### config.mk
export PLATFORM = sky130hd
export DESIGN_NAME = inst_queue
export DESIGN_NICKNAME = d
export VERILOG_FILES = /design/src/rtl/inst_queue_pkg.sv /design/src/rtl/inst_queue_sync_fifo.sv /design/src/rtl/inst_queue.sv
export SDC_FILE = /design/constraint.sdc
export NUM_CORES = 1
export LEC_CHECK = 0
export BUFFER_PORTS_ARGS = -buffer_cell sky130_fd_sc_hd__buf_4
export CAP_MARGIN = 20
export CORE_ASPECT_RATIO = 0.8
export CORE_MARGIN = 5
export CORE_UTILIZATION = 56
export DETAILED_ROUTE_END_ITERATION = 12
export GPL_ROUTABILITY_DRIVEN = 0
export GPL_TIMING_DRIVEN = 0
export PLACE_DENSITY_LB_ADDON = 0.1
export SYNTH_ARGS = -nofsm -noshare
export SYNTH_HDL_FRONTEND = slang
export SYNTH_SLANG_ARGS = --single-unit
### constraint.sdc
create_clock -name clk -period 4.7 [get_ports clk]
set_input_delay 1.41 -clock clk [delete_from_list [all_inputs] [get_ports clk]]
set_output_delay 1.41 -clock clk [all_outputs]
set_load 0.005 [all_outputs]
### src/rtl/inst_queue_pkg.sv
// Shared widths and FSM encoding for the instruction queue between fetch and decode.
package inst_queue_pkg;

  localparam int unsigned InstAddrWidth = 32;
  localparam int unsigned InstWidth     = 32;

  typedef enum logic [0:0] {
    IqRun      = 1'b0,
    IqRedirect = 1'b1
  } iq_state_e;

endpackage

### src/rtl/inst_queue_sync_fifo.sv
// Circular FIFO storage with head/tail pointers and an occupancy count; flush empties it.
module inst_queue_sync_fifo #(
  parameter int unsigned DEPTH = 4,
  parameter int unsigned WIDTH = 64,
  localparam int unsigned PtrW = $clog2(DEPTH),
  localparam int unsigned CntW = $clog2(DEPTH + 1)
) (
  input  logic            clk,
  input  logic            rst,
  input  logic            push,
  input  logic [WIDTH-1:0] push_data,
  input  logic            pop,
  input  logic            flush,
  output logic [CntW-1:0] count,
  output logic [WIDTH-1:0] head_data
);

  logic [WIDTH-1:0] mem_q [DEPTH];
  logic [PtrW-1:0]  head_q, tail_q;
  logic [CntW-1:0]  count_q;

  always_ff @(posedge clk) begin
    if (rst || flush) begin
      head_q  <= '0;
      tail_q  <= '0;
      count_q <= '0;
    end else begin
      if (push) tail_q <= tail_q + PtrW'(1);
      if (pop)  head_q <= head_q + PtrW'(1);
      if (push && !pop) begin
        count_q <= count_q + CntW'(1);
      end else if (pop && !push) begin
        count_q <= count_q - CntW'(1);
      end
    end
  end

  // Storage is not reset; the pointers and count alone define what is valid.
  always_ff @(posedge clk) begin
    if (!rst && !flush && push) begin
      mem_q[tail_q] <= push_data;
    end
  end

  assign count     = count_q;
  assign head_data = mem_q[head_q];

endmodule

### src/rtl/inst_queue.sv
// Fetch-to-decode instruction queue with back-pressure and redirect handling: after a flush,
// wrong-path fetches are dropped until the word at the redirect target arrives.
module inst_queue
  import inst_queue_pkg::*;
#(
  parameter int unsigned DEPTH  = 4,
  parameter int unsigned ADDR_W = InstAddrWidth,
  parameter int unsigned INST_W = InstWidth
) (
  input  logic              clk,
  input  logic              rst,
  input  logic              fetch_valid,
  input  logic [ADDR_W-1:0] fetch_pc,
  input  logic [INST_W-1:0] fetch_inst,
  output logic              fetch_stall,
  input  logic              flush,
  input  logic [ADDR_W-1:0] flush_npc,
  output logic              dec_valid,
  input  logic              dec_ready,
  output logic [ADDR_W-1:0] dec_pc,
  output logic [ADDR_W-1:0] dec_npc,
  output logic [INST_W-1:0] dec_inst,
  output logic              ovf
);

  localparam int unsigned CntW = $clog2(DEPTH + 1);
  localparam logic [CntW-1:0] CntFull  = CntW'(DEPTH);
  localparam logic [CntW-1:0] CntStall = CntW'(DEPTH - 1);

  iq_state_e         state_q;
  logic [ADDR_W-1:0] exp_pc_q;
  logic              ovf_q;

  logic [CntW-1:0]          count;
  logic [ADDR_W+INST_W-1:0] head_data;
  logic [ADDR_W-1:0]        head_pc;
  logic [INST_W-1:0]        head_inst;

  logic in_run, pop, run_accept, run_drop, target_hit, push;

  always_comb begin
    in_run     = (state_q == IqRun);
    dec_valid  = in_run && (count != '0);
    pop        = dec_valid && dec_ready && !flush;
    run_accept = in_run && !flush && fetch_valid && ((count < CntFull) || pop);
    run_drop   = in_run && !flush && fetch_valid && !run_accept;
    target_hit = !in_run && !flush && fetch_valid && (fetch_pc == exp_pc_q);
    push       = run_accept || target_hit;
  end

  always_ff @(posedge clk) begin
    if (rst) begin
      state_q  <= IqRun;
      exp_pc_q <= '0;
      ovf_q    <= 1'b0;
    end else begin
      if (run_drop) ovf_q <= 1'b1;
      if (flush) begin
        state_q  <= IqRedirect;
        exp_pc_q <= flush_npc;
      end else if (target_hit) begin
        state_q <= IqRun;
      end
    end
  end

  inst_queue_sync_fifo #(
    .DEPTH (DEPTH),
    .WIDTH (ADDR_W + INST_W)
  ) u_fifo (
    .clk       (clk),
    .rst       (rst),
    .push      (push),
    .push_data ({fetch_pc, fetch_inst}),
    .pop       (pop),
    .flush     (flush),
    .count     (count),
    .head_data (head_data)
  );

  assign {head_pc, head_inst} = head_data;

  // Skid slot: stall one entry early so a word already in flight still fits.
  assign fetch_stall = in_run && (count >= CntStall);
  assign dec_pc      = dec_valid ? head_pc : '0;
  assign dec_inst    = dec_valid ? head_inst : '0;
  assign dec_npc     = dec_valid ? head_pc + ADDR_W'(4) : '0;
  assign ovf         = ovf_q;

endmodule

==> run metrics, run 1 <==
Critical Path RT=3290 ps; TritonCTS clock tree=yes; routed wire length=27500 µm; CTS hold repair buffers=0; mapped cell area=12400 µm²; Die Width=176 µm; hpwl dp=19300 µm; Final setup viols=0; post-synth top area cell=edfxtp_1; endpoint class of the critical path=primary output; CP arrival=3100 ps; # DRC=0; largest net degree at the start of global routing=58; total CTS buffers=28; Peak Freq=222 MHz; die footprint=25300 µm²; syn nets=837; global-route wire length before repair=42400 µm; vias=7145; Buf/Inv on CP=3; Worst-path clk slew=60 ps; die height=143 µm; area grow syn2layout=23.1%; Tot GR Track Use=21.9%; Setup CP Type=reg2out; DR iter-0 viols=559; layout cells sized above 1=34.4%; Worst R2R Path Depth=11; Clk network pwr share=39.3%; net switching power=1.08 mW; Final Max Slew Viols=0; most common cell in the netlist=edfxtp_1; vias in the first global route=7560; sequential fraction of the synthesis area=68.9%; Peak VDD IR=254 µV; FP Rows=48; Clock Path Buffers=3; Avg Inst Size Synth=17.0 µm²; Final Skew=8.63 ps; H-Tree Depth=1; relative slew slack=44.2%; count of clock tree sinks=299; min cycle time layout=4510 ps; delay-heaviest family, CP=simple AND/OR/NAND/NOR gates; core box area=21700 µm²; dpl cells=1231; Seq pwr share=54.4%; critical-path cell list=buf_6, buf_8, mux4_2, ha_1, nand2_1, nor4_4, nand2_2, nor3_2, mux2_1, buf_4; # diodes=0; drt pass-1 iters=5; LEAKAGE=5.43 nW; final non-filler cell total=1280; number of flops mapped to enable cells by yosys=256; Yosys reg bits=299; final core utilization=70.5%; port bufs=198; Final nets=1070; Cell Pwr Density=352 nW/µm²; crit path max-delay cell type=mux4_2; IO Pins=200; Synth area leaders=edfxtp_1, mux4_2, dfxtp_1; Worst setup SP type=register; RSZ-0062 raised after global routing=no; part of the cycle the worst path needs=96.1%; worst min path class=reg2reg; Async SR Flop Fraction=0%; top cell type's share of synthesized area=62.0%; initial antenna violation count=0; total power=5.37 mW; max cap viols=0; Setup TNS Final=0 ps; Top FF cell, synth=edfxtp_1; final hold vios=0; antenna-violating nets left=0; Synth top cells by count=edfxtp_1, nor2_1, and2_1; outcome=complete, no violations; Logic pwr share=6.3%; Clk Latency, worst-skew pair=530 ps; Crit path depth=10; grt ovf=0; CP max FO=10; WHS=504 ps; WL/cell=21.5 µm; Post-Synthesis Cells=729; number of synthesis warnings=0; WHS Path Cells=2; Clock Root Buffer=clkbuf_16; Netlist cell types=40; Initial Utilization=57.2%; Worst-Margin Slew=837 ps; internal power=4.29 mW; Vias per Instance=5.58; Max stage delay on crit path=390 ps; switching share of power=20.1%
worst min-delay path, delay by kind of cell, from the launching register on:
kind	cells	cell delay, ps
AO/OA/AOI/OAI	1	50
flip-flops	1	350
AND/OR/NAND/NOR	1	70
layer usage:
| layer | GRT usage, % | wire length [µm] |
|---|---|---|
| met3 | 3.23 | 1640 |
| met2 | 37.5 | 13900 |
| met4 | 5.05 | 567 |
| met1 | 30.6 | 11500 |
| met5 | 0 | 0 |
path summary, 6_finish.rpt:
path / endpoint / slack (ps) / start
min: ovf / 500 / ovf
min reg2reg: ovf / 500 / ovf
max reg2reg: u_fifo.count[2] / 1780 / exp_pc_q[3]
max: dec_npc[26] / 190 / register
cells by family (layout without fill, tap and decap cells):
group,Yosys count,count (layout),synth area share (%)
flip-flops,299,299,68.9
XOR/XNOR,62,62,4.38
adder cells (fa/ha/maj),7,7,0.766
AND/OR/NAND/NOR,212,212,9.43
multiplexers,98,98,14.4
buffers and inverters,41,292,1.74
AO/OA/AOI/OAI,10,10,0.413
power by group through the flow:
stage               Combinational (mW)  Clock, mW  Sequential [mW]
floorplan                        0.144          0             2.97
global placement                 0.326          0             2.98
detailed placement               0.341          0             2.98
CTS                              0.342       2.14             2.92
global route                     0.369       2.26             2.92
finish                           0.340       2.11             2.92
flip-flops by register name, indices dropped and copies added, names as in the netlist, named ones only:
name and flops:
ovf 1, u_fifo.count 3, u_fifo.tail_q 2, state_q 1, u_fifo.head_q 2, u_fifo.mem_q 256, exp_pc_q 32
per-stage QoR:
step	instance area (µm²)	setup slack, ps
final	15300	185
after global placement	14300	-1150
after global routing	15300	20.2
after detailed placement	14400	419
after CTS	15300	67.9
after floorplan	12400	454
layout by cell type, fill, tap and decap left out, types with 3 or more instances in the layout:
cell type / n
dfxtp_1: 43
clkbuf_1: 28
buf_4: 204
xor2_1: 28
and2_1: 68
a21oi_1: 5
or2_2: 3
nand2_1: 9
nand3_1: 9
and3_4: 4
mux2i_1: 33
mux4_2: 64
ha_1: 6
o21ai_0: 4
edfxtp_1: 256
nor2_1: 74
buf_2: 5
nor3_1: 4
xnor2_1: 34
buf_16: 4
clkbuf_16: 29
inv_1: 5
nand4_1: 19
final cells by class:
class	instances	area, µm²
tap	300	375
clock buffer	41	791
inverter	5	18.8
buffer	36	203
fill	1382	6400
sequential	299	8550
multi-input combinational	389	3670
timing repair buffer	203	1600
clock inverter	7	66.3
repair_timing:
item | in CTS | in global routing
setup buffers | 1 | 0
endpoints found under the hold margin | 0 | 0
pin swaps | 1 | 1
setup endpoints to repair | 3 | 23
resized for setup | 1 | 4
(Power assumes the default switching activity.)
==> run 2: changes to the inputs <==
- CORE_UTILIZATION: 56 -> 51
- MAX_ROUTING_LAYER: unset -> met4
- clock period: 4.7 -> 3.67 ns (I/O delays scaled with it)
==> run 2 against run 1 <==
Compared with the run above: the flow now finishes with violations (setup timing); combinational power rose by 35%; register-to-register slack worse by 1100 ps; global-route usage fell by 0.89 points; critical path depth did not move; sequential share of layout area decreased by 3.1 points; core utilization decreased by 3.4 points; hold slack worse by 2.1 ps; flip-flop and latch count unchanged; die area grew 9.2%; setup slack lost 480 ps; count of clock-buffer cells in the layout decreased by 4; clock skew increased by 10 ps; critical path type unchanged.
==> run metrics, run 2 (same netlist as run 1, synthesis figures left out) <==
IO Pins=200 (unchanged); LEAKAGE=5.89 nW (was 5.43 nW); delay-heaviest family, CP=simple AND/OR/NAND/NOR gates (unchanged); hpwl dp=18900 µm (was 19300 µm); Buf/Inv on CP=4 (was 3); Biggest register=u_fifo.mem_q (unchanged); Final Skew=18.7 ps (was 8.63 ps); Max stage delay on crit path=400 ps (was 390 ps); Hold Startpoint=ovf (unchanged); CP arrival=2870 ps (was 3100 ps); area grow syn2layout=30.5% (was 23.1%); final hold vios=0 (unchanged); failing checks=setup timing; Initial Utilization=51.4% (was 57.2%); global-route wire length before repair=43200 µm (was 42400 µm); Final nets=1120 (was 1070); Critical Path RT=2570 ps (was 3290 ps); # diodes=0 (unchanged); most common cell after layout, fill and taps aside=edfxtp_1 (unchanged); WHS=502 ps (was 504 ps); critical-path cell list=buf_12, buf_6, mux4_2, nand4_1, nor2_4, buf_6, nand2_4, nor3_4, mux2_4, buf_6 (was buf_6, buf_8, mux4_2, ha_1, nand2_1, nor4_4, nand2_2, nor3_2, mux2_1, buf_4); RSZ-0062 raised after global routing=yes (was no); count of clock tree sinks=299 (unchanged); die height=150 µm (was 143 µm); Peak VDD IR=391 µV (was 254 µV); vias in the first global route=7488 (was 7560); Clock Path Buffers=3 (unchanged); most used cell, CP=buf_6; dpl cells=1249 (was 1231); FP Rows=51 (was 48); Worst-path clk slew=60 ps (about the same); WL/cell=21.2 µm (was 21.5 µm); grt ovf=0 (unchanged); max reg flops=256 (unchanged); outcome=finished, violations left (was complete, no violations); total CTS buffers=29 (was 28); core box area=24100 µm² (was 21700 µm²); endpoint class of the critical path=primary output (unchanged); CP max FO=7 (was 10); worst min path class=reg2reg (unchanged); most frequent cells in the layout=edfxtp_1, buf_4, nor2_1, and2_1, mux4_2 (unchanged); Clock Root Buffer=clkbuf_16 (unchanged); # DRC=0 (unchanged); Final Max Slew Viols=0 (unchanged); max cap viols=0 (unchanged); final core utilization=67.1% (was 70.5%); drt pass-1 iters=5 (unchanged); Fill cells=1712 (was 1382); Tot GR Track Use=21.1% (was 21.9%); Cell Pwr Density=448 nW/µm² (was 352 nW/µm²); min cycle time layout=3970 ps; DR iter-0 viols=561 (was 559); antenna-violating nets left=0 (unchanged); relative slew slack=48.2% (was 44.2%); Vias per Instance=5.38 (was 5.58); port bufs=198 (unchanged); final non-filler cell total=1353 (was 1280); Worst setup SP type=register (unchanged); Worst-Margin Slew=778 ps (was 837 ps); fin worst setup slack=-296 ps (was 185 ps); Die Width=184 µm (was 176 µm); initial antenna violation count=0 (unchanged); Peak Freq=252 MHz; routed wire length=28600 µm (was 27500 µm); Critical R2R Launch=exp_pc_q[3] (unchanged); vias=7274 (was 7145); Final setup viols=21 (was 0); largest net degree at the start of global routing=57 (was 58); die footprint=27600 µm² (was 25300 µm²); part of the cycle the worst path needs=108%; crit path max-delay cell type=dfxtp_4 (was mux4_2); TritonCTS clock tree=yes (unchanged); H-Tree Depth=1 (unchanged); Clk Latency, worst-skew pair=540 ps (was 530 ps); layout cells sized above 1=41.1% (was 34.4%); CTS hold repair buffers=0 (unchanged); Setup CP Type=reg2out (unchanged)
-- run 2: changes by cell type in the layout (fill, tap and decap cells not counted), sizes merged --
cell      change
buf          +51
clkinv        +8
clkbuf        -6
bufinv        +2
clkinvlp      -2
inv           +2
-- run 2: what timing repair did --
action,in CTS,in global routing
endpoints found under the hold margin,0,0
cloned,1,0
endpoints found under the setup margin,80,49
resized for setup,69,30
setup buffers,26,26
pin swaps,21,22
-- run 2: layer usage --
| layer | vias up | GRT usage [%] | share of wire, % |
|---|---|---|---|
| li1 | 3343 | - | - |
| met1 | 3636 | 30.0 | 44 |
| met2 | 253 | 31.9 | 46 |
| met3 | 42 | 4.96 | 8.1 |
| met4 | 0 | 3.92 | 1.7 |
| met5 | - | - | 0 |
-- run 2: tightest hold or removal path: cells and delay by family, from the launching register on --
kind / cells / cell delay [ps]
flops: 1 / 350
simple gates: 1 / 70
compound gates: 1 / 50
-- run 2: through the flow --
step | total power [mW] | setup TNS, ps | setup slack, ps | cell area (µm²)
floorplan | 3.99 | 0 | 281 | 12400
global placement | 4.25 | -205850 | -804 | 14300
detailed placement | 4.25 | -16380 | -445 | 14400
CTS | 7.31 | -4910 | -321 | 15900
global route | 7.50 | -6160 | -373 | 16200
finish | 7.25 | -3580 | -296 | 16200
-- run 2: power by group --
group / switching, mW / internal, mW
Sequential: 0.0199 / 3.72
Combinational: 0.224 / 0.235
Clock: 1.21 / 1.84
Total: 1.46 / 5.79
-- run 2: final cells by class --
class / count / area, µm² / area share [%]
tap: 318 / 398 / 2.46
inverter: 5 / 18.8 / 0.116
timing repair buffer: 253 / 2080 / 12.8
buffer: 35 / 315 / 1.95
clock inverter: 17 / 156 / 0.966
sequential: 299 / 8550 / 52.8
clock buffer: 37 / 850 / 5.25
multi-input combinational: 389 / 3820 / 23.6
-- run 2: worst paths after layout --
path,slack (ps),cells after the start,to
max,-300,10,dec_npc[26]
min,500,2,ovf
max reg2reg,680,11,u_fifo.count[2]
min reg2reg,500,2,ovf
